--- src/rtl/pipe_pkg.sv ---
// rtl/pipe_pkg.sv - shared types and constants for the pipeline hazard controller
package pipe_pkg;

    localparam int MULTI_CNT_W = 6;
    localparam int WAIT_CNT_W  = 8;
    localparam int MEM_TIMEOUT = 255;

    typedef enum logic [1:0] {
        ST_RUN      = 2'd0,
        ST_MEM_WAIT = 2'd1,
        ST_MULTI    = 2'd2
    } state_t;

    // Value loaded into the MULTI counter: a latency of 0 still costs one stall cycle.
    function automatic logic [MULTI_CNT_W-1:0] multi_load(input logic [MULTI_CNT_W-1:0] lat);
        return (lat == '0) ? '0 : lat - MULTI_CNT_W'(1);
    endfunction

endpackage

--- src/rtl/stall_cnt.sv ---
// rtl/stall_cnt.sv - loadable down-counter with zero flag for multi-cycle stalls
module stall_cnt
    import pipe_pkg::*;
(
    input  logic                   clk,
    input  logic                   reset,
    input  logic                   load,
    input  logic [MULTI_CNT_W-1:0] load_val,
    input  logic                   dec,
    output logic                   zero
);

    logic [MULTI_CNT_W-1:0] count;

    // Load takes precedence; decrement stops at zero.
    always_ff @(posedge clk or negedge reset) begin
        if (!reset) begin
            count <= '0;
        end else if (load) begin
            count <= load_val;
        end else if (dec && (count != '0)) begin
            count <= count - MULTI_CNT_W'(1);
        end
    end

    assign zero = (count == '0);

endmodule

--- src/rtl/pipe_hazard_ctrl.sv ---
// rtl/pipe_hazard_ctrl.sv - stall, flush and redirect control for a five-stage pipeline
module pipe_hazard_ctrl
    import pipe_pkg::*;
(
    input  logic       clk,
    input  logic       reset,
    input  logic [4:0] dec_rs1,
    input  logic [4:0] dec_rs2,
    input  logic       dec_use_rs1,
    input  logic       dec_use_rs2,
    input  logic [4:0] exe_rd,
    input  logic       exe_memr,
    input  logic       exe_regw,
    input  logic       exe_branch_taken,
    input  logic       exe_multi,
    input  logic [5:0] multi_lat,
    input  logic       mem_req,
    input  logic       mem_ack,
    output logic       if_enable,
    output logic       ifid_enable,
    output logic       idex_enable,
    output logic       ifid_flush,
    output logic       idex_flush,
    output logic       pc_redirect,
    output logic       err_timeout,
    output logic [1:0] state_o
);

    localparam logic [WAIT_CNT_W-1:0] TIMEOUT_VAL = WAIT_CNT_W'(MEM_TIMEOUT);

    state_t                state;
    logic [WAIT_CNT_W-1:0] wait_cnt;
    logic                  mem_stall;
    logic                  load_use;
    logic                  stall;
    logic                  cnt_load;
    logic                  cnt_dec;
    logic                  cnt_zero;

    assign mem_stall = mem_req && !mem_ack;

    assign load_use = exe_memr && exe_regw && (exe_rd != 5'd0) &&
                      ((dec_use_rs1 && (dec_rs1 == exe_rd)) ||
                       (dec_use_rs2 && (dec_rs2 == exe_rd)));

    // Whole-pipe stall: in RUN a mem miss or a new multi-cycle op, otherwise the wait state's own condition.
    always_comb begin
        stall = 1'b0;
        case (state)
            ST_RUN:      stall = mem_stall || exe_multi;
            ST_MEM_WAIT: stall = !mem_ack;
            ST_MULTI:    stall = !cnt_zero;
            default:     stall = 1'b0;
        endcase
    end

    assign cnt_load = (state == ST_RUN) && !mem_stall && exe_multi;
    assign cnt_dec  = (state == ST_MULTI) && !cnt_zero;

    stall_cnt u_stall_cnt (
        .clk      (clk),
        .reset    (reset),
        .load     (cnt_load),
        .load_val (multi_load(multi_lat)),
        .dec      (cnt_dec),
        .zero     (cnt_zero)
    );

    // Output priority: stall freezes everything, a taken branch squashes the wrong path, then load-use bubble.
    always_comb begin
        if_enable   = 1'b1;
        ifid_enable = 1'b1;
        idex_enable = 1'b1;
        ifid_flush  = 1'b0;
        idex_flush  = 1'b0;
        pc_redirect = 1'b0;
        if (stall) begin
            if_enable   = 1'b0;
            ifid_enable = 1'b0;
            idex_enable = 1'b0;
        end else if (exe_branch_taken) begin
            ifid_flush  = 1'b1;
            idex_flush  = 1'b1;
            pc_redirect = 1'b1;
        end else if (load_use) begin
            if_enable   = 1'b0;
            ifid_enable = 1'b0;
            idex_flush  = 1'b1;
        end
    end

    // State machine with the memory wait counter and sticky timeout flag.
    always_ff @(posedge clk or negedge reset) begin
        if (!reset) begin
            state       <= ST_RUN;
            wait_cnt    <= '0;
            err_timeout <= 1'b0;
        end else begin
            case (state)
                ST_RUN: begin
                    wait_cnt <= '0;
                    if (mem_stall) begin
                        state <= ST_MEM_WAIT;
                    end else if (exe_multi) begin
                        state <= ST_MULTI;
                    end
                end
                ST_MEM_WAIT: begin
                    if (mem_ack) begin
                        state    <= ST_RUN;
                        wait_cnt <= '0;
                    end else if (wait_cnt != TIMEOUT_VAL) begin
                        wait_cnt <= wait_cnt + WAIT_CNT_W'(1);
                        if (wait_cnt == TIMEOUT_VAL - WAIT_CNT_W'(1)) begin
                            err_timeout <= 1'b1;
                        end
                    end
                end
                ST_MULTI: begin
                    if (cnt_zero) begin
                        state <= ST_RUN;
                    end
                end
                default: begin
                    state <= ST_RUN;
                end
            endcase
        end
    end

    assign state_o = state;

endmodule

--- config.mk ---
export PLATFORM = sky130hd
export DESIGN_NAME = pipe_hazard_ctrl
export DESIGN_NICKNAME = d
export VERILOG_FILES = /design/src/rtl/pipe_pkg.sv /design/src/rtl/stall_cnt.sv /design/src/rtl/pipe_hazard_ctrl.sv
export SDC_FILE = /design/constraint.sdc
export NUM_CORES = 1
export LEC_CHECK = 0
export CORE_MARGIN = 4
export CORE_UTILIZATION = 60
export DETAILED_ROUTE_END_ITERATION = 6
export DONT_BUFFER_PORTS = 1
export PLACE_DENSITY = 0.76
export SYNTH_ARGS = -nofsm -noshare
export SYNTH_HDL_FRONTEND = slang
export SYNTH_SLANG_ARGS = --single-unit
--- constraint.sdc ---
create_clock -name clk -period 2.35 [get_ports clk]
set_clock_uncertainty 0.2 [all_clocks]
set_input_delay 0.3525 -clock clk [delete_from_list [all_inputs] [get_ports clk]]
set_output_delay 0.3525 -clock clk [all_outputs]
set_load 0.01 [all_outputs]
==> results of run 1 <==
==> critical path, stage by stage, from the launching register on <==
cell and delay (ns):
dfrtp_1 0.41, inv_2 0.09, ha_4 0.13, nor3b_4 0.18
a311o_1 0.25, nand2_2 0.11, inv_4 0.08, o41a_1 0.27
==> power by group through the flow <==
stage / logic [mW] / registers, mW / clock network (mW)
floorplan: 0.452 / 0.431 / 0
global placement: 0.536 / 0.450 / 0
detailed placement: 0.550 / 0.454 / 0
CTS: 0.620 / 0.443 / 0.162
global route: 0.791 / 0.461 / 0.181
finish: 0.724 / 0.452 / 0.160
==> cell usage after synthesis (2+ instances only) <==
master and instances:
nor3b_1 2, dfrtp_1 17, nor3b_2 2, nand3_1 3, xnor2_1 6, nand4b_1 3, nand2b_1 3, buf_4 3
nor3_1 4, o21ai_0 4, inv_1 12, ha_1 6, nand2_1 7, o22ai_1 5, nor2_1 14, o221ai_1 2
xor2_1 10, a31oi_1 3, o22a_1 2, a211o_1 2, a21oi_1 5, mux2i_1 5
==> flip-flops by register name, summed over array words and instances (netlist names) <==
register / flops
wait_cnt: 8
err_timeout: 1
u_stall_cnt.count: 6
state_o: 2
==> stage by stage <==
| step | setup slack [ns] | TNS [ns] |
|---|---|---|
| finish | -0.0100 | -0.0199 |
| detailed placement | 0.177 | 0 |
| global placement | 0.243 | 0 |
| CTS | 0.0234 | 0 |
| global route | -0.0767 | -0.212 |
| floorplan | 0.101 | 0 |
==> logic make-up after synthesis <==
group | Yosys count | synth area share
mux | 5 | 0.0380
xor+xnor | 16 | 0.106
flops | 17 | 0.323
simple gates | 50 | 0.217
buf+inv | 18 | 0.0608
compound gates | 34 | 0.198
fa+ha+maj | 6 | 0.0570
==> area by class of cell <==
cell class                 instances  share of cell area
multi-input combinational        111               0.567
sequential                        17               0.288
timing repair buffer              13              0.0696
inverter                          13              0.0348
tap                               27              0.0229
clock buffer                       4              0.0178
==> worst max path at each step <==
stage,depth (start not counted),from,to,slack (ns)
final,7,u_stall_cnt.count[1]$_DFFE_PN0P_,ifid_enable,-0.01
after global routing,7,u_stall_cnt.count[0]$_DFFE_PN0P_,ifid_enable,-0.08
after CTS,6,u_stall_cnt.count[0]$_DFFE_PN0P_,ifid_flush,0.02
after detailed placement,7,u_stall_cnt.count[0]$_DFFE_PN0P_,ifid_enable,0.18
after global placement,7,u_stall_cnt.count[0]$_DFFE_PN0P_,ifid_enable,0.24
after floorplan,8,u_stall_cnt.count[0]$_DFFE_PN0P_,ifid_enable,0.10
==> per-layer routing <==
layer / share of wire / track usage / vias up / routed length [microns]
met2: 0.49 / 0.406 / 74 / 1550
li1: - / - / 551 / -
met3: 0.10 / 0.0599 / 5 / 332
met1: 0.39 / 0.282 / 553 / 1240
met5: 0 / 0 / - / 0
met4: 0.015 / 0.0954 / 0 / 47
==> repair_timing <==
item / CTS / global route
setup endpoints to repair: 6 / 5
resized for setup: 3 / 6
setup buffers: 3 / 4
gates cloned: 0 / 0
hold endpoints to repair: 18 / 0
pin swaps: 1 / 2
hold buffers: 2 / 0
==> flow_summary.ini, run 1 <==
[sta]
min_period_ns = 2.36
worst_pin_slew_ns = 0.739
hold_violations = 0
max-slew-margin-rel = 0.505
slew_violations = 0
fin_crit_sh = 1.00
fmax_mhz = 424
worst_slack_ns = -0.0100
rsz0062_at_grt = true
timing.hold.ws_ns = 0.0823
setup_violations = 2

[grt]
grt_max_degree = 18
grt.total_usage = 0.238
grt_pass1_wl_microns = 5110
grt_pass1_vias = 1232
antenna_found_initial = 0
grt_overflow = 0

[pwr]
p_per_area_nw_per_um2 = 906
p_sw_uw = 558
total_power_mw = 1.34
p_int_uw = 779
p_seq_frac = 0.338
combPwrFrac = 0.542
swShare = 0.417
vdd_drop_max_mv = 0.649
leakagePower_nw = 0.644
pwr-share-clk = 0.120

[clock_network]
numCtsBuffers = 3
cts.clk_slew.worst_paths_ns = 0.10
root_buffer = clkbuf_4
cts_tree = built
cts.path.max_buffers = 2
numClockSinks = 17
clk_latency_ns = 0.30
htreeDepth = 1

[synthesis]
syn_nets = 183
synthArstFlopShare = 1.00
synthTopCellsByArea = dfrtp_1 32%, xor2_1 6.6%, ha_1 5.7%
synth_area_leader_cell = dfrtp_1
ys_ff_latch = 17
yosysSeqAreaShare = 0.323
avgSynthCellArea_sq_um = 9.02
synth_top_area_frac = 0.323
yosysWarnings = 0
synth_edf_count = 0
syn_inst = 146
syn_area_sq_um = 1320
ys.flop_type = dfrtp_1
synth_cell_types = 48

[layout]
final_cell_mix = 17 x dfrtp_1, 13 x nor2_1, 11 x buf_4
area_growth_pct = 12.0
finalNonFillerCells = 185
seq_area_sq_um = 425
n_antenna_cell = 0
n_fill_cell = 153
drive_above_1_share = 0.171
finalInstanceArea_sq_um = 1480
final_common_cell = dfrtp_1
fin_nets = 196
multi_input_area_sq_um = 836
final_util = 0.730

[detailed_routing]
drc = 0
drtPass1Iterations = 4
vias = 1183
drtIter0Drc = 33
wirelength_microns = 3170
wl_per_cell_microns = 17.1
drtAntennaViolNets = 0
via_per_inst = 6.39

[min_path]
hold_path.class = in -> reg
min_delay_path_depth = 2
min_from = mem_req
hold_path_end = state_o[0]$_DFFE_PN0P_

[setup_path]
crit_arrival_ns = 1.81
crit_type = reg -> out
timing.rr.start = u_stall_cnt.count[0]$_DFFE_PN0P_
crit_path_max_fanout = 3
crit_path_end_kind = output pin
critPathRequiredTime_ns = 1.80
start_kind = register
r2r_cells = 8
r2r_end = u_stall_cnt.count[1]$_DFFE_PN0P_
rrSetupSlack_ns = 0.38

[placement]
port_buffers = 0
dp_hpwl_microns = 2330
numPlacedInstances = 172
dpl_cell_area_sq_um = 1350
place.gp.congestion = 0.868

[outcome]
violations = setup timing
status = finished with violations

[floorplan]
rows = 16
initial_core_util = 0.652
dieArea_sq_um = 3010
die_x_microns = 54.9
die_y_microns = 54.9
ios = 40
core_area_sq_um = 2020

[run]
max_cap_viol_count = 0
(Power assumes the default switching activity.)
==> run 2: changes to the inputs <==
HOLD_SLACK_MARGIN = 0.12   (was not set)
==> flow_summary.ini, run 2 (synthesized netlist as in run 1, its figures left out) <==
[setup_path]
cp_num_buf_inv = 2
slowest_delay_ns = 0.40
crit_family = compound AO/OA/AOI/OAI gates
start_kind = register
crit_arrival_ns = 1.81
crit_path_end_kind = output pin
crit_path_max_fanout = 3
crit_type = reg -> out
crit_chain = inv_2, ha_4, nor3b_4, a311o_1, nand2_2, inv_4, o41a_1
critPathRequiredTime_ns = 1.80
cp_slowest_cell = dfrtp_1

[floorplan]
die_x_microns = 54.9
core_area_sq_um = 2020
dieArea_sq_um = 3010
ios = 40
rows = 16
initial_core_util = 0.652
die_y_microns = 54.9

[grt]
grt.total_usage = 0.247
antenna_found_initial = 0
grt_pass1_vias = 1260
grt_overflow = 0
grt_max_degree = 18
grt_pass1_wl_microns = 5290

[run]
max_cap_viol_count = 0

[layout]
fin_nets = 201
largest_reg_flops = 8
top_register = wait_cnt
drive_above_1_share = 0.166
area_growth_pct = 15.8
n_antenna_cell = 0
final_common_cell = dfrtp_1
final_cell_mix = 17 x dfrtp_1, 13 x nor2_1, 11 x buf_4

[sta]
hold_violations = 0
worst_slack_ns = -0.0118
worst_pin_slew_ns = 0.742
slew_violations = 0
setup_violations = 2
min_period_ns = 2.36
max-slew-margin-rel = 0.504
fmax_mhz = 423
fin_crit_sh = 1.01
timing.hold.ws_ns = 0.137
rsz0062_at_grt = true

[detailed_routing]
top_layer_used = met4
drtPass1Iterations = 4
route.met3.wl_microns = 315
vias = 1221
drtAntennaViolNets = 0
drtIter0Drc = 40
wirelength_microns = 3300
wl_per_cell_microns = 17.4
via_per_inst = 6.43
drc = 0
wl_met1_microns = 1280
met2_length_microns = 1600

[clock_network]
root_buffer = clkbuf_4
cts_tree = built
htreeDepth = 1
clk_latency_ns = 0.30
numClockSinks = 17
cts.clk_slew.worst_paths_ns = 0.10
numCtsBuffers = 3
cts.path.max_buffers = 2

[placement]
place.gp.congestion = 0.868
port_buffers = 0
dp_hpwl_microns = 2330
pre_cts_ws_ns = 0.177

[min_path]
hold_path.class = in -> reg

[outcome]
violations = setup timing
status = finished with violations

[pwr]
leakagePower_nw = 0.663
vdd_drop_max_mv = 0.653
p_per_area_nw_per_um2 = 884
==> run 2: cell count changes in the layout (fill, tap and decap cells not counted) <==
cell	previous run	this run
dlygate4sd3_1	2	7
==> run 2: per-stage QoR <==
stage	power [mW]	setup TNS (ns)	utilization	std cells	instance area (sq um)
2_1_floorplan	0.883	0	-	146	1320
3_5_place_dp	1.00	0	0.668	172	1350
6_report	1.35	-0.0235	0.754	190	1530
4_1_cts	1.23	0	0.731	186	1480
3_3_place_gp	0.986	0	0.668	172	1350
5_1_grt	1.45	-0.244	0.754	190	1530
==> run 2: final timing paths <==
path / startpoint / endpoint / slack, ns / depth (start not counted)
min reg2reg: u_stall_cnt.count[3]$_DFFE_PN0P_ / u_stall_cnt.count[3]$_DFFE_PN0P_ / 0.35 / 1
min: multi_lat[3] / u_stall_cnt.count[3]$_DFFE_PN0P_ / 0.14 / 2
max: u_stall_cnt.count[1]$_DFFE_PN0P_ / ifid_enable / -0.01 / 7
min in group asynchronous: reset / wait_cnt[7]$_DFFE_PN0P_ / 0.35 / 1
max in group asynchronous: reset / wait_cnt[1]$_DFFE_PN0P_ / 1.14 / 1
max reg2reg: u_stall_cnt.count[0]$_DFFE_PN0P_ / u_stall_cnt.count[1]$_DFFE_PN0P_ / 0.38 / 8
==> run 2: cell type report <==
cell class                      instances  area, sq um
Fill cell                             143          497
Multi-Input combinational cell        111          836
Clock buffer                            4         26.3
Sequential cell                        17          425
Timing Repair Buffer                   18          153
Inverter                               13         51.3
Tap cell                               27         33.8
==> run 2: power breakdown <==
group,total [mW],switching (mW),internal [mW]
registers,0.450,0.0864,0.364
clock network,0.162,0.0959,0.0663
logic,0.735,0.378,0.357
total,1.35,0.561,0.787
==> run 2: layer usage <==
layer  up-vias  GRT usage
met5         -          0
met4         0      0.124
met3        11     0.0572
met2        75      0.415
met1       575      0.291
li1        560          -
==> run 2: timing repair <==
action	in CTS	in global routing
setup buffers	3	4
hold buffers	7	0
resized for setup	3	6
pin swaps	1	2
endpoints found under the hold margin	22	0
endpoints found under the setup margin	6	5
